[src/rtl/lanes_frame_merger.sv]
// lanes_frame_merger
//   Merges LANE_COUNT AXI-Stream input lanes into a single output stream, one
//   whole frame at a time. Arbitration is either round-robin or fixed priority
//   (lowest index wins). An optional header word (lane index + 1) can precede
//   each frame. A lane that goes quiet for TIMEOUT_CYCLES mid-frame has its
//   frame closed with an all-ones abort word.
//
// Ports
//   clk_core, clk_core_resn          clock, asynchronous active-low reset
//   s_axis_tdata/tvalid/tlast/tready per-lane input streams (lane i data at
//                                    bits [i*DATA_WIDTH +: DATA_WIDTH])
//   m_axis_tdata/tvalid/tlast/tready merged output stream
//   m_axis_tdest                     source lane of the current output beat
//   cfg_lane_enable                  lanes allowed to win arbitration
//   cfg_priority_mode                0 round-robin, 1 fixed (lowest index)
//   cfg_header_enable                emit a header word before each frame
//   stat_frame_count                 32-bit completed-frame counter per lane
//   stat_timeout_count               16-bit saturating abort counter per lane
//   status_busy, status_grant        FSM not idle, currently granted lane
module lanes_frame_merger #(
    parameter int LANE_COUNT     = 3,
    parameter int DATA_WIDTH     = 8,
    parameter int TIMEOUT_CYCLES = 1024
) (
    input  logic                             clk_core,
    input  logic                             clk_core_resn,
    input  logic [LANE_COUNT*DATA_WIDTH-1:0] s_axis_tdata,
    input  logic [LANE_COUNT-1:0]            s_axis_tvalid,
    input  logic [LANE_COUNT-1:0]            s_axis_tlast,
    output logic [LANE_COUNT-1:0]            s_axis_tready,
    output logic [DATA_WIDTH-1:0]            m_axis_tdata,
    output logic                             m_axis_tvalid,
    output logic                             m_axis_tlast,
    input  logic                             m_axis_tready,
    output logic [7:0]                       m_axis_tdest,
    input  logic [LANE_COUNT-1:0]            cfg_lane_enable,
    input  logic                             cfg_priority_mode,
    input  logic                             cfg_header_enable,
    output logic [LANE_COUNT*32-1:0]         stat_frame_count,
    output logic [LANE_COUNT*16-1:0]         stat_timeout_count,
    output logic                             status_busy,
    output logic [7:0]                       status_grant
);

    localparam int GW = (LANE_COUNT > 1) ? $clog2(LANE_COUNT) : 1;
    localparam int TW = $clog2(TIMEOUT_CYCLES + 1);

    typedef enum logic [1:0] {
        IDLE,
        HEADER,
        DATA,
        ABORT
    } state_t;

    state_t                      state_q, state_d;
    logic [GW-1:0]               grant_q, grant_d;
    logic [GW-1:0]               last_grant_q, last_grant_d;
    logic [TW-1:0]               idle_cnt_q, idle_cnt_d;
    logic [LANE_COUNT-1:0][31:0] frame_cnt_q, frame_cnt_d;
    logic [LANE_COUNT-1:0][15:0] timeout_cnt_q, timeout_cnt_d;

    logic [LANE_COUNT-1:0]       request;
    logic [GW-1:0]               winner;
    logic                        sel_valid;
    logic                        sel_last;
    logic [DATA_WIDTH-1:0]       sel_data;
    logic [7:0]                  grant_ext;

    assign grant_ext          = 8'(grant_q);
    assign status_busy        = (state_q != IDLE);
    assign status_grant       = grant_ext;
    assign stat_frame_count   = frame_cnt_q;
    assign stat_timeout_count = timeout_cnt_q;

    // Mux the granted lane's stream onto internal select signals.
    always_comb begin
        sel_valid = 1'b0;
        sel_last  = 1'b0;
        sel_data  = '0;
        for (int i = 0; i < LANE_COUNT; i++) begin
            if (grant_q == GW'(i)) begin
                sel_valid = s_axis_tvalid[i];
                sel_last  = s_axis_tlast[i];
                sel_data  = s_axis_tdata[i*DATA_WIDTH +: DATA_WIDTH];
            end
        end
    end

    // Arbiter. The first pass finds the lowest requester overall, which is the
    // fixed-priority answer and also the round-robin wrap-around answer. In
    // round-robin mode a second pass overrides it with the lowest requester
    // above last_grant, if there is one.
    always_comb begin
        request = s_axis_tvalid & cfg_lane_enable;
        winner  = '0;
        for (int i = LANE_COUNT - 1; i >= 0; i--) begin
            if (request[i]) begin
                winner = GW'(i);
            end
        end
        if (!cfg_priority_mode) begin
            for (int i = LANE_COUNT - 1; i >= 0; i--) begin
                if (request[i] && (GW'(i) > last_grant_q)) begin
                    winner = GW'(i);
                end
            end
        end
    end

    // Next-state, counters and output drive.
    always_comb begin
        state_d        = state_q;
        grant_d        = grant_q;
        last_grant_d   = last_grant_q;
        idle_cnt_d     = idle_cnt_q;
        frame_cnt_d    = frame_cnt_q;
        timeout_cnt_d  = timeout_cnt_q;
        m_axis_tvalid  = 1'b0;
        m_axis_tlast   = 1'b0;
        m_axis_tdata   = '0;
        m_axis_tdest   = '0;
        s_axis_tready  = '0;

        case (state_q)
            IDLE: begin
                if (|request) begin
                    grant_d      = winner;
                    last_grant_d = winner;
                    idle_cnt_d   = '0;
                    state_d      = cfg_header_enable ? HEADER : DATA;
                end
            end

            HEADER: begin
                m_axis_tvalid = 1'b1;
                m_axis_tdata  = DATA_WIDTH'(grant_q) + DATA_WIDTH'(1);
                m_axis_tdest  = grant_ext;
                if (m_axis_tready) begin
                    state_d = DATA;
                end
            end

            DATA: begin
                m_axis_tvalid = sel_valid;
                m_axis_tlast  = sel_last;
                m_axis_tdata  = sel_data;
                m_axis_tdest  = grant_ext;
                for (int i = 0; i < LANE_COUNT; i++) begin
                    if (grant_q == GW'(i)) begin
                        s_axis_tready[i] = m_axis_tready;
                    end
                end
                // A valid-but-stalled beat is activity, so backpressure
                // keeps the idle counter cleared.
                if (sel_valid) begin
                    idle_cnt_d = '0;
                    if (sel_last && m_axis_tready) begin
                        for (int i = 0; i < LANE_COUNT; i++) begin
                            if (grant_q == GW'(i)) begin
                                frame_cnt_d[i] = frame_cnt_q[i] + 32'd1;
                            end
                        end
                        state_d = IDLE;
                    end
                end else if (idle_cnt_q == TW'(TIMEOUT_CYCLES - 1)) begin
                    idle_cnt_d = '0;
                    state_d    = ABORT;
                end else begin
                    idle_cnt_d = idle_cnt_q + TW'(1);
                end
            end

            ABORT: begin
                m_axis_tvalid = 1'b1;
                m_axis_tlast  = 1'b1;
                m_axis_tdata  = '1;
                m_axis_tdest  = grant_ext;
                if (m_axis_tready) begin
                    for (int i = 0; i < LANE_COUNT; i++) begin
                        if ((grant_q == GW'(i)) && (timeout_cnt_q[i] != 16'hFFFF)) begin
                            timeout_cnt_d[i] = timeout_cnt_q[i] + 16'd1;
                        end
                    end
                    state_d = IDLE;
                end
            end

            default: state_d = IDLE;
        endcase
    end

    // State and counter registers; reset drops any frame in flight.
    always_ff @(posedge clk_core or negedge clk_core_resn) begin
        if (!clk_core_resn) begin
            state_q       <= IDLE;
            grant_q       <= '0;
            last_grant_q  <= GW'(LANE_COUNT - 1);
            idle_cnt_q    <= '0;
            frame_cnt_q   <= '0;
            timeout_cnt_q <= '0;
        end else begin
            state_q       <= state_d;
            grant_q       <= grant_d;
            last_grant_q  <= last_grant_d;
            idle_cnt_q    <= idle_cnt_d;
            frame_cnt_q   <= frame_cnt_d;
            timeout_cnt_q <= timeout_cnt_d;
        end
    end

endmodule

[config.mk]
export PLATFORM = sky130hd
export DESIGN_NAME = lanes_frame_merger
export DESIGN_NICKNAME = d
export VERILOG_FILES = /design/src/rtl/lanes_frame_merger.sv
export SDC_FILE = /design/constraint.sdc
export NUM_CORES = 1
export LEC_CHECK = 0
export ABC_AREA = 1
export CAP_MARGIN = 20
export CORE_MARGIN = 2
export CORE_UTILIZATION = 55
export DETAILED_ROUTE_END_ITERATION = 12
export GPL_ROUTABILITY_DRIVEN = 0
export GPL_TIMING_DRIVEN = 0
export MAX_ROUTING_LAYER = met4
export PLACE_DENSITY = 0.84
export SLEW_MARGIN = 20
export SYNTH_ARGS = -nofsm -noshare
export SYNTH_HDL_FRONTEND = slang
export SYNTH_SLANG_ARGS = --single-unit
[constraint.sdc]
create_clock -name clk_core -period 3.75 [get_ports clk_core]
set_clock_uncertainty 0.2 [all_clocks]
set_input_delay 0.75 -clock clk_core [delete_from_list [all_inputs] [get_ports clk_core]]
set_output_delay 0.75 -clock clk_core [all_outputs]
set_load 0.02 [all_outputs]
==> reports/metrics.yaml <==
run_status:
  status: "complete, no violations"
cts:
  root_buffer: "clkbuf_16"
  h-tree-depth: 4
  clk-insertion-delay-late_ps: 420
  numCtsBuffers: 17
  cts_sinks: 160
  clockBufferDepth: 2
  clkTransAtPathRegs_ps: 70
  cts_tree: "done"
die:
  coreArea_mm2: 0.0181
  die_w_um: 140
  die-area_mm2: 0.0197
  die_y_um: 140
  initial_core_util: 0.564
  io_pins: 212
  row_count: 49
global_routing:
  antenna_found_initial: 1
  grt_max_degree: 99
  grt_overflow: 0
  grt_pass1_vias: 9720
  grt_util_all_layers: 0.305
  grt_first_pass_wirelength_um: 47300
timing:
  min_period_ps: 3610
  rsz0062_at_grt: "no"
  relSlewSlack: 0.542
  report.final.slew_viol_count: 0
  setup_viol: 0
  tightest_slew_ps: 686
  fin_crit_sh: 0.963
  max_freq_mhz: 277
  final-hold-violation-count: 0
  fin_hold_ws_ps: 59.1
setup_path:
  r2r-end: "stat_frame_count[81]$_DFFE_PN0P_"
  cp.arrival_ps: 2660
  start_kind: "register"
  rr_worst_depth: 13
  rr_startpoint: "grant_q[0]$_DFFE_PN0P_"
  cp_max_fo: 9
  r2r_slack_ps: 1100
  setup.worst_path.start: "grant_q[0]$_DFFE_PN0P_"
  critPathCaptureType: "output pin"
  path_class: "register to output pin"
  critPathRequiredTime_ps: 2800
  critPathCapture: "m_axis_tlast"
drt:
  wl_per_cell_um: 14.7
  final_antenna_net_count: 0
  wl_um: 28900
  vias_per_cell: 5.31
  vias: 10400
  drt_iter0_markers: 814
  drcViolationCount: 0
  first_pass_iters: 8
synthesis:
  synth_edf_count: 0
  syn_area_mm2: 0.0102
  ys_warn_count: 0
  ys_async_sr_fraction: 1.00
  synth_cells: 1492
  synth_seq_cells: 160
  dominantRegCellSynth: "dfrtp_1"
  avgSynthCellArea_um2: 6.84
  synth_cell_types: 34
  yosysSeqAreaShare: 0.392
layout:
  drive_gt1_frac: 0.0564
  nets: 1774
  area_delta_synth_final_pct: 29.4
  design_area_mm2: 0.0132
pwr:
  p_clk_frac: 0.280
  combinationalPowerShare: 0.368
  power_density_mw_per_mm2: 468
  switchingPower_w: 0.00232
  p_sw_frac: 0.376
  p_leak_nw: 5.99
  ir_worst_vdd_uv: 552
  power.internal_w: 0.00386
  sequentialPowerShare: 0.352
job:
  maxCapViolCount: 0
hold_path:
  hold_class: "input port to async pin"
place:
  dpl.hpwl_um: 21500
  port_buffers: 199
  place_area_mm2: 0.0126
cells by family (layout without fill, tap and decap cells):
kind of cell	count (synthesis)	in the layout	share of synthesized area
buffers and inverters	145	379	0.0661
adder cells (fa/ha/maj)	11	11	0.0135
AO/OA/AOI/OAI	89	89	0.0492
XOR/XNOR	95	95	0.0815
flip-flops	160	160	0.392
AND/OR/NAND/NOR	991	991	0.397
other	1	13	0.000367
cell usage in the layout, fill, tap and decap left out, types with 3 or more instances in the layout:
cell	instances
nor3_1	23
nand4_1	14
xnor2_1	39
conb_1	12
a21oi_1	14
dfrtp_1	159
clkinvlp_4	4
inv_6	3
nand3_1	56
clkbuf_16	17
ha_1	11
inv_2	5
clkbuf_1	3
clkinv_2	5
or2_2	3
clkdlybuf4s50_1	197
o21ai_2	4
a22o_1	5
o21ai_1	9
nor2_1	200
buf_6	8
buf_4	16
xor2_1	56
o21ai_0	49
nand2_1	654
nand3b_1	33
buf_2	15
inv_1	97
flip-flops by register name, summed over array words and instances (netlist names):
signal              count
stat_timeout_count     48
stat_frame_count       96
idle_cnt_q             11
state_q                 2
grant_q                 2
last_grant_q            1
metal layers:
| layer | GRT usage | wire [um] | up-vias | share of wire |
|---|---|---|---|---|
| li1 | - | - | 5114 | - |
| met1 | 0.389 | 12200 | 4812 | 0.42 |
| met2 | 0.488 | 13800 | 465 | 0.48 |
| met3 | 0.0687 | 2370 | 54 | 0.082 |
| met4 | 0.0941 | 581 | 0 | 0.020 |
| met5 | - | 0 | - | 0 |
stage by stage:
stage	util	TNS, ps	cells	total power (W)	setup slack, ps
3_3_place_gp	0.693	-790060	1931	0.00434	-4970
2_1_floorplan	-	0	1503	0.00342	1150
6_report	0.730	0	1967	0.00618	140
4_1_cts	0.726	0	1962	0.00615	7.49
3_5_place_dp	0.694	0	1932	0.00440	239
5_1_grt	0.730	0	1967	0.00649	14.0
critical path, cell delays in order (launching register included):
cell and delay (ps):
dfrtp_1 430, inv_1 190, ha_1 330, inv_2 70
nor2_4 120, buf_12 140, nand2_2 60, nand2_2 80
nand3_1 80, nand2_1 70, clkdlybuf4s50_1 660
power by group through the flow:
stage / registers, W / clock network [W] / logic [W]
after floorplan: 0.00236 / 0 / 0.00106
final: 0.00218 / 0.00173 / 0.00227
after CTS: 0.00217 / 0.00176 / 0.00221
after detailed placement: 0.00220 / 0 / 0.00220
after global routing: 0.00221 / 0.00182 / 0.00247
after global placement: 0.00220 / 0 / 0.00214
cells in the mapped netlist, types with 13 or more instances:
library cell | count | area (um^2)
xor2_1 | 56 | 490
dfrtp_1 | 159 | 3980
inv_1 | 98 | 368
nand3b_1 | 33 | 248
nor3_1 | 23 | 115
nand2_1 | 654 | 2450
xnor2_1 | 39 | 342
nor2_1 | 200 | 751
nand4_1 | 14 | 87.6
a21oi_1 | 14 | 70.1
o21ai_0 | 49 | 245
nand3_1 | 56 | 280
buf_4 | 13 | 97.6
buf_2 | 16 | 80.1
worst min path at each step:
stage	startpoint	cells after the start	slack, ps	endpoint
6_report	clk_core_resn	1	60	stat_frame_count[60]$_DFFE_PN0P_
5_1_grt	clk_core_resn	1	80	stat_frame_count[56]$_DFFE_PN0P_
4_1_cts	clk_core_resn	1	70	stat_frame_count[60]$_DFFE_PN0P_
3_5_place_dp	idle_cnt_q[10]$_DFFE_PN0P_	1	280	idle_cnt_q[10]$_DFFE_PN0P_
3_3_place_gp	idle_cnt_q[10]$_DFFE_PN0P_	1	280	idle_cnt_q[10]$_DFFE_PN0P_
2_1_floorplan	clk_core_resn	0	250	grant_q[0]$_DFFE_PN0P_
timing repair:
| item | CTS | global route |
|---|---|---|
| pin swaps | 0 | 1 |
| resized for setup | 1 | 3 |
| hold buffers | 0 | 0 |
| endpoints found under the setup margin | 1 | 9 |
| setup buffers | 0 | 4 |
final cells by class:
| cell class | instances | area (um^2) |
|---|---|---|
| Clock inverter | 13 | 138 |
| Inverter | 104 | 395 |
| Fill cell | 1451 | 4880 |
| Multi-Input combinational cell | 1198 | 5570 |
| Timing Repair Buffer | 204 | 2080 |
| Tap cell | 229 | 287 |
| Antenna cell | 1 | 2.50 |
| Sequential cell | 160 | 4010 |
| Buffer | 40 | 282 |
| Clock buffer | 18 | 439 |
No activity file was read; power rests on OpenSTA's default activity.
